==> src/rtl/clk_div_ctrl.sv <==
// clk_div_ctrl: programmable clock divider with glitch-free control.
// clk_out is a registered clock whose half-period is active_div clk_in cycles.
// A new divide value is accepted through a valid/ready handshake. While running,
// the value is held pending and only takes effect at a half-period boundary.
// Stopping always completes a high half, so clk_out never produces a runt pulse.

module clk_div_ctrl #(
    parameter int unsigned CNT_W       = 8,
    parameter int unsigned DEFAULT_DIV = 2
) (
    input  logic             clk_in,
    input  logic             rst_n,
    input  logic             en,
    input  logic             cfg_valid,
    input  logic [CNT_W-1:0] cfg_div,
    output logic             cfg_ready,
    output logic             cfg_err,
    output logic             clk_out,
    output logic             edge_tick,
    output logic [CNT_W-1:0] active_div,
    output logic             busy
);

    typedef enum logic [1:0] {
        StIdle,
        StRun,
        StPend,
        StStopping
    } state_e;

    localparam logic [CNT_W-1:0] CntOne     = {{(CNT_W-1){1'b0}}, 1'b1};
    localparam logic [CNT_W-1:0] CntZero    = '0;
    localparam logic [CNT_W-1:0] DivDefault = CNT_W'(DEFAULT_DIV);

    state_e           state_q, state_d;
    logic [CNT_W-1:0] cnt_q, cnt_d;
    logic             clk_out_q, clk_out_d;
    logic             edge_tick_q, edge_tick_d;
    logic             cfg_err_q, cfg_err_d;
    logic [CNT_W-1:0] active_div_q, active_div_d;
    logic [CNT_W-1:0] pend_div_q, pend_div_d;
    logic             pend_vld_q, pend_vld_d;

    logic             xfer;
    logic             xfer_ok;
    logic             run_xfer;
    logic             terminal;
    logic [CNT_W-1:0] div_m1;
    logic             pend_avail;
    logic [CNT_W-1:0] pend_val;

    // Handshake decode and half-period boundary detect.
    always_comb begin
        xfer     = cfg_valid & cfg_ready;
        xfer_ok  = xfer & (cfg_div != CntZero);
        run_xfer = xfer_ok & (state_q == StRun);
        // active_div is never 0, so div_m1 cannot wrap.
        div_m1   = active_div_q - CntOne;
        terminal = (cnt_q == div_m1);
        // Pending value as seen after this edge's handshake, for same-edge stop.
        pend_avail = pend_vld_q | run_xfer;
        pend_val   = run_xfer ? cfg_div : pend_div_q;
    end

    // Next-state and datapath update for all four states.
    always_comb begin
        state_d      = state_q;
        cnt_d        = cnt_q;
        clk_out_d    = clk_out_q;
        edge_tick_d  = 1'b0;
        cfg_err_d    = xfer & (cfg_div == CntZero);
        active_div_d = active_div_q;
        pend_div_d   = pend_div_q;
        pend_vld_d   = pend_vld_q;

        unique case (state_q)
            StIdle: begin
                cnt_d     = CntZero;
                clk_out_d = 1'b0;
                if (xfer_ok) begin
                    active_div_d = cfg_div;
                end
                if (en) begin
                    state_d = StRun;
                end
            end

            StRun, StPend: begin
                if (run_xfer) begin
                    pend_div_d = cfg_div;
                    pend_vld_d = 1'b1;
                    state_d    = StPend;
                end
                if (!en) begin
                    if (!clk_out_q) begin
                        // Low half: halt at once, no edge produced.
                        state_d = StIdle;
                        cnt_d   = CntZero;
                        if (pend_avail) begin
                            active_div_d = pend_val;
                            pend_vld_d   = 1'b0;
                        end
                    end else if (terminal) begin
                        // High half ends on this very edge: fall and halt.
                        state_d     = StIdle;
                        cnt_d       = CntZero;
                        clk_out_d   = 1'b0;
                        edge_tick_d = 1'b1;
                        if (pend_avail) begin
                            active_div_d = pend_val;
                            pend_vld_d   = 1'b0;
                        end
                    end else begin
                        state_d = StStopping;
                        cnt_d   = cnt_q + CntOne;
                    end
                end else if (terminal) begin
                    cnt_d       = CntZero;
                    clk_out_d   = ~clk_out_q;
                    edge_tick_d = 1'b1;
                    if (state_q == StPend) begin
                        active_div_d = pend_div_q;
                        pend_vld_d   = 1'b0;
                        state_d      = StRun;
                    end
                end else begin
                    cnt_d = cnt_q + CntOne;
                end
            end

            StStopping: begin
                // en is ignored here; finish the high half with the old divide value.
                if (terminal) begin
                    state_d     = StIdle;
                    cnt_d       = CntZero;
                    clk_out_d   = 1'b0;
                    edge_tick_d = 1'b1;
                    if (pend_vld_q) begin
                        active_div_d = pend_div_q;
                        pend_vld_d   = 1'b0;
                    end
                end else begin
                    cnt_d = cnt_q + CntOne;
                end
            end

            default: begin
                state_d = StIdle;
            end
        endcase
    end

    // State and datapath registers with asynchronous reset.
    always_ff @(posedge clk_in or negedge rst_n) begin
        if (!rst_n) begin
            state_q      <= StIdle;
            cnt_q        <= CntZero;
            clk_out_q    <= 1'b0;
            edge_tick_q  <= 1'b0;
            cfg_err_q    <= 1'b0;
            active_div_q <= DivDefault;
            pend_div_q   <= CntZero;
            pend_vld_q   <= 1'b0;
        end else begin
            state_q      <= state_d;
            cnt_q        <= cnt_d;
            clk_out_q    <= clk_out_d;
            edge_tick_q  <= edge_tick_d;
            cfg_err_q    <= cfg_err_d;
            active_div_q <= active_div_d;
            pend_div_q   <= pend_div_d;
            pend_vld_q   <= pend_vld_d;
        end
    end

    // Outputs: registered values plus state-decoded handshake/status.
    always_comb begin
        clk_out    = clk_out_q;
        edge_tick  = edge_tick_q;
        cfg_err    = cfg_err_q;
        active_div = active_div_q;
        cfg_ready  = (state_q == StIdle) || (state_q == StRun);
        busy       = (state_q != StIdle);
    end

endmodule

==> config.mk <==
export PLATFORM = sky130hd
export DESIGN_NAME = clk_div_ctrl
export DESIGN_NICKNAME = d
export VERILOG_FILES = /design/src/rtl/clk_div_ctrl.sv
export SDC_FILE = /design/constraint.sdc
export NUM_CORES = 1
export LEC_CHECK = 0
export BUFFER_PORTS_ARGS = -buffer_cell sky130_fd_sc_hd__clkbuf_2
export CELL_PAD_IN_SITES_DETAIL_PLACEMENT = 1
export CELL_PAD_IN_SITES_GLOBAL_PLACEMENT = 1
export CORE_MARGIN = 5
export CORE_UTILIZATION = 45
export DETAILED_ROUTE_END_ITERATION = 7
export GPL_ROUTABILITY_DRIVEN = 0
export PLACE_DENSITY = 0.79
export SYNTH_ARGS = -nofsm -noshare
export SYNTH_HDL_FRONTEND = slang
export SYNTH_SLANG_ARGS = --single-unit
==> constraint.sdc <==
create_clock -name clk_in -period 2.9 [get_ports clk_in]
set_clock_uncertainty 0.2 [all_clocks]
set_input_delay 0.58 -clock clk_in [delete_from_list [all_inputs] [get_ports clk_in]]
set_output_delay 0.58 -clock clk_in [all_outputs]
set_load 0.005 [all_outputs]
# After elaboration in Yosys (flattened, before gate mapping)
# Index checks and enable logic that the tools add are counted.
[word_totals] in_bits=12 output_inout_bits=13 ff_bits=30 wordCells=80
[op_classes] reduce_logical=11 eq_ne=11 n_mux=42 add_sub_neg=2 n_bitwise=6
[op_table] operator="$mux W8" n=13
[op_table] operator="$pmux W8 S3" n=2
[op_table] operator="$mux W2" n=8
[op_table] operator="$mux W1" n=15
[op_table] operator="$ne A3 B3 Y1 const B" n=3
[op_table] operator="$add A8 B1 Y8 const B" n=1
[op_table] operator="$eq A8 B8 Y1" n=1
[op_table] operator="$logic_not A8 Y1" n=1
[op_table] operator="$ne A2 B2 Y1 const B" n=4
[op_table] operator="$reduce_bool A8 Y1" n=1
[op_table] operator="$sub A8 B1 Y8 const B" n=1
[op_table] operator="$pmux W2 S3" n=1
[op_table] operator="$reduce_and A2 Y1" n=3
[op_table] operator="$reduce_and A6 Y1" n=1
[op_table] operator="$and A1 B1 Y1" n=4
[op_table] operator="$eq A2 B2 Y1 const B" n=2
[op_table] operator="$pmux W1 S2" n=2
[op_table] operator="$reduce_bool A2 Y1" n=2
[op_table] operator="$pmux W1 S3" n=1
[op_table] operator="$eq A2 B1 Y1 const B" n=1
[op_table] operator="$logic_not A2 Y1" n=1
[op_table] operator="$reduce_or A2 Y1" n=1
[op_table] operator="$logic_or A1 B1 Y1" n=1
[op_table] operator="$not A1 Y1" n=1
[op_table] operator="$or A1 B1 Y1" n=1

# Longest topological paths before layout
# Gate-level depths: netlist (run 1).
[logic_depth] depth_word=11 depth_mapped=10

# Worst setup path before layout (run 1)
# OpenSTA, ideal clock, no wires.
[synth_timing] path_type="register to register" startpoint="register active_div_q[1] (netlist: active_div[1])" endpoint="register active_div_q[2] (netlist: active_div[2])" path_slack_ns=0.290 required_time_ns=2.575 t_arrival_ns=2.285 path_stages_with_launch=11 setup_ns=0.125 path_cell_list="dfstp_2 -> inv_1 -> ha_1 -> clkbuf_1 -> xor2_1 -> nor2_1 -> a21oi_1 -> a21oi_1 -> nand3_4 -> a21oi_4 -> mux2_2"
[synth_via] elab_chain_len=4 elab_cells_between_ends=6 classes_between="add/sub (1); eq/ne (4); reduce/logical (1)"
[synth_lines] item="start: declaration" line_no="40" text="logic [CNT_W-1:0] active_div_q, active_div_d;"
[synth_lines] item="start signal: assignment" line_no="161" text="active_div_q <= DivDefault;"
[synth_lines] item="start signal: assignment" line_no="170" text="active_div_q <= active_div_d;"
[synth_lines] item="$sub A8 B1 Y8 (*)" line_no="58" text="div_m1 = active_div_q - CntOne;"
[synth_lines] item="$eq A8 B8 Y1 (*)" line_no="59" text="terminal = (cnt_q == div_m1);"
[synth_lines] item="$ne A3 B3 Y1 (no line) or $ne A2 B2 Y1 (tied branches)"
[synth_lines] item="$reduce_and A6 Y1 (no line) (*)"
# Mark *: on every way between the ends. The rest lies on a longest branch, timed or not.
# A chain may end at the register's enable or synchronous reset.

# Worst setup path in the final report (run 1)
[layout_timing] startpoint="register active_div_q[1] (netlist: active_div[1])" endpoint="register active_div_q[3] (netlist: active_div[3])"
# Same word-level chain as after synthesis.

==> results of run 1 <==
==> cell usage after synthesis (2+ instances only) <==
library cell   n  area [um^2]
nor2_1        18         67.6
xor2_1         6         52.6
a21oi_1        7         35.0
nor3_1         2         10.0
nand3_1        5         25.0
ha_1           6         75.1
a31oi_1        2         12.5
xnor2_1       10         87.6
nand2_1       10         37.5
a22o_1         6         52.6
inv_1         11         41.3
nor4_1         2         12.5
o21bai_1       2         15.0
o21ai_0        4         20.0
nor2b_1        2         12.5
a22oi_1        2         15.0
nor4_4         3         63.8
mux2_2        16          180
clkbuf_1       5         18.8
dfrtp_1       29          726
mux2i_1        3         30.0
==> worst reg2reg max path, cell delays in order (launching register included) <==
cell and delay [ns]:
dfstp_2 0.57, inv_1 0.07, ha_2 0.23, o21bai_1 0.17
a211oi_1 0.27, o21bai_1 0.13, nand2_2 0.12, nand3_4 0.15
a21oi_4 0.31, mux2_2 0.38
==> metrics by stage <==
step                      cells  total power [mW]  cell area, um^2  setup WS [ns]  util (%)
final                       255              2.35             2110          0.179      53.2
after global routing        255              2.55             2110         0.0387      53.2
after CTS                   253              2.33             2090         0.0980      52.6
after detailed placement    245              1.97             2000          0.124      50.3
after global placement      245              1.90             2000          0.252      50.3
after floorplan             176              1.64             1840          0.290         -
==> report_power, final <==
part | total [mW] | internal, mW | leakage, nW | switching, mW
logic | 1.26 | 0.608 | 0.519 | 0.653
registers | 0.748 | 0.567 | 0.382 | 0.182
clock network | 0.346 | 0.191 | 0.0482 | 0.154
==> worst min path at each step <==
stage | end | slack, ns | depth (start not counted)
CTS | cnt_q[6]$_DFF_PN0_ | 0.17 | 1
finish | cnt_q[5]$_DFF_PN0_ | 0.16 | 1
global placement | pend_div_q[3]$_DFFE_PN0N_ | 0.29 | 1
global route | cnt_q[6]$_DFF_PN0_ | 0.22 | 1
detailed placement | pend_div_q[4]$_DFFE_PN0N_ | 0.29 | 1
floorplan | active_div[0]$_DFFE_PN0P_ | 0.08 | 0
==> flip-flops by register name (all words and copies together) (netlist names) <==
name	cells
cfg_err	1
active_div	8
state_q	2
cnt_q	8
clk_out	1
edge_tick	1
pend_div_q	8
pend_vld_q	1
==> cell usage in the layout, fill, tap and decap left out, drive strengths merged, types with 2 or more instances in the layout <==
master and instances:
clkbuf 31, dfrtp 29, nor2 19, mux2 16, inv 11, nand2 11
xnor2 10, a21oi 8, xor2 6, a22o 6, nand3 6, ha 6
nor4 5, o21ai 4, mux2i 3, buf 3, o21bai 2, nor2b 2
nor3 2, a31oi 2, a22oi 2, or2 2, o31a 2, and3 2
==> timing repair <==
| item | in CTS | in global routing |
|---|---|---|
| resized for setup | 0 | 2 |
| buffers inserted | 0 | 2 |
| endpoints found under the setup margin | 0 | 8 |
==> layout make-up <==
class / count / share of cell area [%]
multi-input cells: 129 / 48.4
flip-flops and latches: 30 / 35.6
repair buffers: 27 / 6.76
clock buffers: 7 / 4.09
well taps: 50 / 2.96
inverters: 11 / 1.96
clock inverters: 1 / 0.237
==> logic make-up (layout without fill, tap and decap cells) <==
family / Yosys count / after routing
xor+xnor: 16 / 16
compound gates: 36 / 36
fa+ha+maj: 6 / 6
mux: 19 / 19
buf+inv: 17 / 46
simple gates: 52 / 52
flops: 30 / 30
==> metal layers <==
| layer | vias up | wire, um | track usage (%) | share of wire, % |
|---|---|---|---|---|
| met3 | 4 | 184 | 3.69 | 4.2 |
| met2 | 26 | 2160 | 29.6 | 50 |
| met5 | - | 0 | 0 | 0 |
| met1 | 715 | 1950 | 24.6 | 45 |
| li1 | 682 | - | - | - |
| met4 | 0 | 38 | 6.04 | 0.88 |
==> impl_metrics.toml, run 1 <==
[timing]
fmaxAchievable_mhz = 368
period_share_pct = 93.8
relSlewSlack_pct = 49.7
hold_viol = 0
period_needed_ns = 2.72
worstMarginPinSlew_ns = 0.754
maxSlewViolCount = 0
holdWs_ns = 0.156
fin_setup_tns_ns = 0
finalSetupViolCount = 0
rsz0062_at_grt = "no"

[yosys]
async_flop_share_pct = 100
syn_avg_cell_area_um2 = 10.4
synth_top_family_by_area = "simple AND/OR/NAND/NOR gates"
synth_edf_count = 0
synth_nets = 194
synthCells = 176
synth-main-ff-cell = "dfrtp_1"
synthSimpleGateAreaFrac_pct = 17.2
synth_compound_area_share_pct = 14.9
synth_cell_type_count = 46
ys.warnings.count = 0
ys_ff_latch = 30
synth.mux.area_fraction_pct = 11.4
synth-xor-area-share_pct = 7.63
ys_seq_area_share_pct = 40.9
yosys.area_share.adder_pct = 4.09
synth_area_um2 = 1840

[global_route]
overflow = 0
antenna_found_initial = 0
grt_pass1_vias = 1571
grt_usage_pct = 18.4
grt_max_degree = 31
grt_pass1_wl_um = 7630

[worst_setup_path]
slowest_delay_ns = 0.57
crit_family = "compound AO/OA/AOI/OAI gates"
r2r_end = "active_div[3]$_DFFE_PN0P_"
cp_common_cell = "o21bai_1"
crit_path_top_delay_cell = "dfstp_2"
crit_start = "active_div[1]$_DFFE_PN1P_"
crit_end = "active_div[3]$_DFFE_PN0P_"
r2r_start = "active_div[1]$_DFFE_PN1P_"
path_cells = "inv_1 > ha_2 > o21bai_1 > a211oi_1 > o21bai_1 > nand2_2 > nand3_4 > a21oi_4 > mux2_2"
worstRegToRegCells = 9
path_buf_inv = 1
ff2ff_setup_slack_ns = 0.18
start_kind = "register"
arrival_ns = 2.68
crit_type = "register to register"
crit_fanout = 10
endpoint_kind = "register"
crit_cells = 9
critical_path_required_ns = 2.86

[floorplan]
io_pins = 25
dieArea_um2 = 5460
die_h_um = 73.9
fp.dieW_um = 73.9
initial_core_util_pct = 46.3
core_area_um2 = 3970
rows = 23

[power_and_ir_drop]
leakagePower_nw = 0.950
ir_drop_v = 0.000529
power_density_nw_per_um2 = 1120

[cts]
clock_latency_ns = 0.28
tritoncts = "done"
cts_root_buf = "clkbuf_8"
cts_hold_buf = 0
htree_levels = 2
clockBufferDepth = 2
path_clk_slew_ns = 0.07
clock_sinks = 30
cts_buffers = 5

[layout]
antenna-diode-count = 0
seqCellArea_um2 = 752
drive_gt1_share_pct = 31.7
multi_input_area_um2 = 1020
layout-area-overhead-vs-synth_pct = 14.9
fin_nets = 222
fillers = 457

[drt]
routedWlPerCell_um = 17.0
drc = 0
dr_total_vias = 1427
via_per_inst = 5.60
drt.antenna.violating_nets = 0
dr.pass1.iters = 4
drt_iter0_drc = 39
totalWireLength_um = 4330

[placement]
dp.final_hpwl_um = 3290
numPortBuffers = 24

[worst_hold_path]
hp-class = "primary input to async pin"

[flow_run]
cap_violations = 0

[outcome]
status = "completed"
No activity file was read; power rests on OpenSTA's default activity.
==> run 2, diff against run 1 <==
==> config.mk (replaced) <==
export PLATFORM = sky130hd
export DESIGN_NAME = clk_div_ctrl
export DESIGN_NICKNAME = d
export VERILOG_FILES = /design/src/rtl/clk_div_ctrl.sv
export SDC_FILE = /design/constraint.sdc
export NUM_CORES = 1
export LEC_CHECK = 0
export CELL_PAD_IN_SITES_DETAIL_PLACEMENT = 1
export CELL_PAD_IN_SITES_GLOBAL_PLACEMENT = 1
export CORE_MARGIN = 5
export CORE_UTILIZATION = 41
export DETAILED_ROUTE_END_ITERATION = 7
export DONT_BUFFER_PORTS = 1
export GPL_ROUTABILITY_DRIVEN = 0
export PLACE_DENSITY = 0.66
export SYNTH_ARGS = -nofsm -noshare
export SYNTH_HDL_FRONTEND = slang
export SYNTH_SLANG_ARGS = --single-unit
==> run 2 against run 1 <==
Combinational power decreased by 6%. Register-to-register slack got worse by 0.02 ns. Final area decreased by 3.7%. Hold slack improved by 0.057 ns.
==> impl_metrics.toml, run 2 (same netlist as run 1, synthesis figures left out) <==
[outcome]
status = "completed"

[power_and_ir_drop]
power_density_nw_per_um2 = 1130
power_mw = 2.29
leakagePower_nw = 0.864
ir_drop_v = 0.000410

[worst_setup_path]
path_cells = "inv_1 > ha_2 > o21bai_1 > a211oi_1 > o21bai_1 > nand2_2 > nand3_4 > a21oi_4 > mux2_2"
crit_path_top_delay_cell = "dfstp_2"
crit_fanout = 10
arrival_ns = 2.71
r2r_start = "active_div[1]$_DFFE_PN1P_"
r2r_end = "active_div[2]$_DFFE_PN0P_"
ff2ff_setup_slack_ns = 0.16
crit_type = "register to register"
cp_common_cell = "o21bai_1"
start_kind = "register"
crit_start = "active_div[1]$_DFFE_PN1P_"
critical_path_required_ns = 2.87
path_buf_inv = 1
worstRegToRegCells = 9
crit_family = "compound AO/OA/AOI/OAI gates"
endpoint_kind = "register"
slowest_delay_ns = 0.58

[placement]
dp.final_hpwl_um = 3310
pre_cts_ws_ns = 0.0709
placed_cells = 225
place_area_um2 = 1890
numPortBuffers = 0

[drt]
drt.antenna.violating_nets = 0
totalWireLength_um = 4300
dr.pass1.iters = 4
dr_total_vias = 1342
routedWlPerCell_um = 18.2
drc = 0
drt_iter0_drc = 47
via_per_inst = 5.69

[cts]
clock_sinks = 30
path_clk_slew_ns = 0.06
clockBufferDepth = 2
htree_levels = 2
cts_buffers = 5
tritoncts = "done"
clock_latency_ns = 0.28
cts_root_buf = "clkbuf_8"

[worst_hold_path]
hp-class = "primary input to register"
holdPathStages = 2
hp-start = "cfg_valid"
hold_end = "cfg_err$_DFF_PN0_"

[timing]
holdWs_ns = 0.213
finalSetupViolCount = 0
fmaxAchievable_mhz = 365
period_share_pct = 94.5
relSlewSlack_pct = 31.2
worstMarginPinSlew_ns = 1.02
setup_slack_ns = 0.158
rsz0062_at_grt = "no"
maxSlewViolCount = 0
hold_viol = 0
period_needed_ns = 2.74
fin_setup_tns_ns = 0

[floorplan]
die_h_um = 76.9
io_pins = 25
core_area_um2 = 4350
rows = 24
fp.dieW_um = 76.9
dieArea_um2 = 5920
initial_core_util_pct = 42.2

[layout]
antenna-diode-count = 0
fin_nets = 201
layout-area-overhead-vs-synth_pct = 10.7
layout_commonest_cell = "dfrtp_1"
fillers = 474
stdcell_area_um2 = 2030
fin_util_pct = 46.7
fin_cells = 236
layout_common_cells = "dfrtp_1, nor2_1, mux2_2"
drive_gt1_share_pct = 23.9

[global_route]
grt_max_degree = 31
antenna_found_initial = 0
busiest_layer = "met2"
overflow = 0
grt_pass1_wl_um = 7150
grt_pass1_vias = 1445
globalRouteMet2Util_pct = 25.7
met3_usage_pct = 5.04
grt.met1_usage_pct = 17.9
grt_usage_pct = 15.3

[flow_run]
cap_violations = 0
==> run 2: cell types whose count changed in the layout (fill, tap and decap cells not counted), sizes merged <==
cell         previous run  this run
clkbuf                 31         6
buf                     3         5
dlygate4sd3             0         1
clkinvlp                0         1
==> run 2: worst reg2reg max path, stage by stage (launching register included) <==
cell      delay (ns)
dfstp_2         0.58
inv_1           0.08
ha_2            0.23
o21bai_1        0.17
a211oi_1        0.26
o21bai_1        0.13
nand2_2         0.12
nand3_4         0.15
a21oi_4         0.33
mux2_2          0.38
==> run 2: repair_timing <==
action / CTS / global route
resized for setup: 0 / 2
setup buffers: 0 / 1
endpoints found under the hold margin: 30 / 0
setup endpoints to repair: 0 / 6
hold buffers: 2 / 0
==> run 2: power breakdown <==
part	internal, mW	switching [mW]	leakage [nW]
sequential	0.567	0.181	0.382
clock	0.190	0.160	0.0472
combinational	0.566	0.628	0.435
==> run 2: metal layers <==
metal | wire length (um) | vias up | share of wire, %
met5 | 0 | - | 0
met4 | 74 | 0 | 1.7
met3 | 199 | 6 | 4.6
met2 | 2140 | 23 | 50
met1 | 1900 | 674 | 44
li1 | - | 639 | -
==> run 2: worst max-delay path by stage <==
stage	end	slack [ns]	cells past startpoint
finish	active_div[2]$_DFFE_PN0P_	0.16	9
CTS	active_div[4]$_DFFE_PN0P_	0.03	9
floorplan	active_div[2]$_DFFE_PN0P_	0.29	10
global route	active_div[2]$_DFFE_PN0P_	0.05	9
detailed placement	active_div[4]$_DFFE_PN0P_	0.07	9
global placement	active_div[3]$_DFFE_PN0P_	0.18	9
==> run 2: final cells by class <==
cell class              instances  area (um^2)  share of cell area [%]
clock buffers                   6         82.6                    4.06
clock inverters                 2         12.5                   0.615
inverters                      11         41.3                    2.03
multi-input cells             129         1020                    50.2
flip-flops and latches         30          752                    37.0
well taps                      52         65.1                    3.20
repair buffers                  6         60.1                    2.95
==> run 3, diff against run 2 <==
--- a/config.mk
+++ b/config.mk
@@ -8,11 +8,11 @@
 export CELL_PAD_IN_SITES_DETAIL_PLACEMENT = 1
 export CELL_PAD_IN_SITES_GLOBAL_PLACEMENT = 1
 export CORE_MARGIN = 5
-export CORE_UTILIZATION = 41
+export CORE_UTILIZATION = 49
 export DETAILED_ROUTE_END_ITERATION = 7
 export DONT_BUFFER_PORTS = 1
 export GPL_ROUTABILITY_DRIVEN = 0
-export PLACE_DENSITY = 0.66
+export PLACE_DENSITY = 0.77
 export SYNTH_ARGS = -nofsm -noshare
 export SYNTH_HDL_FRONTEND = slang
 export SYNTH_SLANG_ARGS = --single-unit
==> run 3 against run 2 <==
Sequential power increased by 2%. Register-to-register slack about the same. Largest cell class unchanged. Count of clock-buffer cells in the layout unchanged. Final area decreased by 0.55%. Critical path type unchanged. Sequential cell count unchanged. Hold slack got worse by 0.014 ns. Highest routed layer unchanged. First-iteration DRC count increased by 2.1%. Power increased by 1.6%.
==> impl_metrics.toml, run 3 (same netlist as run 1, synthesis figures left out) <==
[global_route]
grt_usage_pct = 19.9
grt_max_degree = 31
overflow = 0
grt_pass1_vias = 1488
antenna_found_initial = 0
grt_pass1_wl_um = 7870

[floorplan]
io_pins = 25
fp.dieW_um = 71.2
rows = 22
initial_core_util_pct = 50.6
die_h_um = 71.2
dieArea_um2 = 5070
core_area_um2 = 3630

[cts]
clockBufferDepth = 2
path_clk_slew_ns = 0.07
cts_root_buf = "clkbuf_8"
clock_sinks = 30
cts_buffers = 5
htree_levels = 2
clock_latency_ns = 0.29
tritoncts = "done"

[timing]
fin_setup_tns_ns = 0
hold_viol = 0
period_needed_ns = 2.75
period_share_pct = 94.7
fmaxAchievable_mhz = 364
finalSetupViolCount = 0
rsz0062_at_grt = "no"
worstMarginPinSlew_ns = 0.986
relSlewSlack_pct = 33.7
maxSlewViolCount = 0

[worst_setup_path]
crit_path_top_delay_cell = "dfstp_2"
crit_cells = 9
crit_family = "compound AO/OA/AOI/OAI gates"
r2r_start = "active_div[1]$_DFFE_PN1P_"
crit_fanout = 10
crit_type = "register to register"
r2r_end = "active_div[7]$_DFFE_PN0P_"
endpoint_kind = "register"
start_kind = "register"
ff2ff_setup_slack_ns = 0.15
cp_common_cell = "a21oi_1"
arrival_ns = 2.72
slowest_delay_ns = 0.58
worstRegToRegCells = 9
path_buf_inv = 1
critical_path_required_ns = 2.87
path_cells = "inv_1 > ha_2 > xor2_1 > nor2_1 > a21oi_1 > a21oi_1 > nand3_4 > a21oi_4 > mux2_2"

[drt]
totalWireLength_um = 4610
drt_iter0_drc = 48
routedWlPerCell_um = 19.9
via_per_inst = 5.91
drt.antenna.violating_nets = 0
dr_total_vias = 1365
dr.pass1.iters = 4
drc = 0

[layout]
multi_input_area_um2 = 1020
layout-area-overhead-vs-synth_pct = 10.1
layout_commonest_cell = "dfrtp_1"
fin_nets = 200
drive_gt1_share_pct = 23.5
antenna-diode-count = 0
seqCellArea_um2 = 752
layout_common_cells = "dfrtp_1, nor2_1, mux2_2"
stdcell_area_um2 = 2020
fillers = 404

[outcome]
status = "completed"

[placement]
numPortBuffers = 0
place_area_um2 = 1880
dp.final_hpwl_um = 3320

[flow_run]
cap_violations = 0

[worst_hold_path]
holdPathStages = 2
hold_end = "cfg_err$_DFF_PN0_"
hp-class = "primary input to register"
hp-start = "cfg_valid"

[power_and_ir_drop]
power_density_nw_per_um2 = 1150
ir_drop_v = 0.000551
leakagePower_nw = 0.860
## run 3: power by group
group / switching, mW / internal (mW) / leakage [nW]
combinational: 0.643 / 0.560 / 0.430
sequential: 0.199 / 0.566 / 0.382
clock: 0.167 / 0.191 / 0.0472
## run 3: worst max path at each step
stage | start | end | slack, ns
after CTS | active_div[1]$_DFFE_PN1P_ | active_div[7]$_DFFE_PN0P_ | 0.06
after floorplan | active_div[1]$_DFFE_PN1P_ | active_div[2]$_DFFE_PN0P_ | 0.29
after detailed placement | active_div[1]$_DFFE_PN1P_ | active_div[6]$_DFFE_PN0P_ | 0.09
after global placement | active_div[1]$_DFFE_PN1P_ | active_div[3]$_DFFE_PN0P_ | 0.22
after global routing | active_div[1]$_DFFE_PN1P_ | active_div[7]$_DFFE_PN0P_ | 0.008
final | active_div[1]$_DFFE_PN1P_ | active_div[7]$_DFFE_PN0P_ | 0.15
## run 3: area by class of cell
cell class                      instances  share of cell area, %
Clock buffer                            6                   4.08
Clock inverter                          2                  0.619
Inverter                               11                   2.04
Multi-Input combinational cell        129                   50.5
Sequential cell                        30                   37.2
Tap cell                               48                   2.97
Timing Repair Buffer                    5                   2.60
## run 3: per-stage QoR
step / util (%) / cells / hold slack (ns) / power [mW] / setup WS, ns
after global placement: 51.8 / 220 / 0.0852 / 1.84 / 0.219
after global routing: 55.6 / 231 / 0.185 / 2.50 / 0.00848
after detailed placement: 51.8 / 220 / 0.0852 / 1.91 / 0.0882
final: 55.6 / 231 / 0.199 / 2.33 / 0.153
after floorplan: - / 176 / 0.0844 / 1.64 / 0.290
after CTS: 55.2 / 230 / 0.186 / 2.32 / 0.0623
## run 3: routing by layer
metal  share of wire [%]  up-vias  track usage, %
met5                   0        -               0
met4                 1.6        0            7.10
met3                 4.0       11            4.35
met2                  53       32            34.4
met1                  42      683            24.3
li1                    -      639               -
## run 3: timing repair
item	CTS	global route
setup buffers	0	1
resized for setup	0	2
setup endpoints to repair	0	6
hold buffers	2	0
hold endpoints to repair	30	0
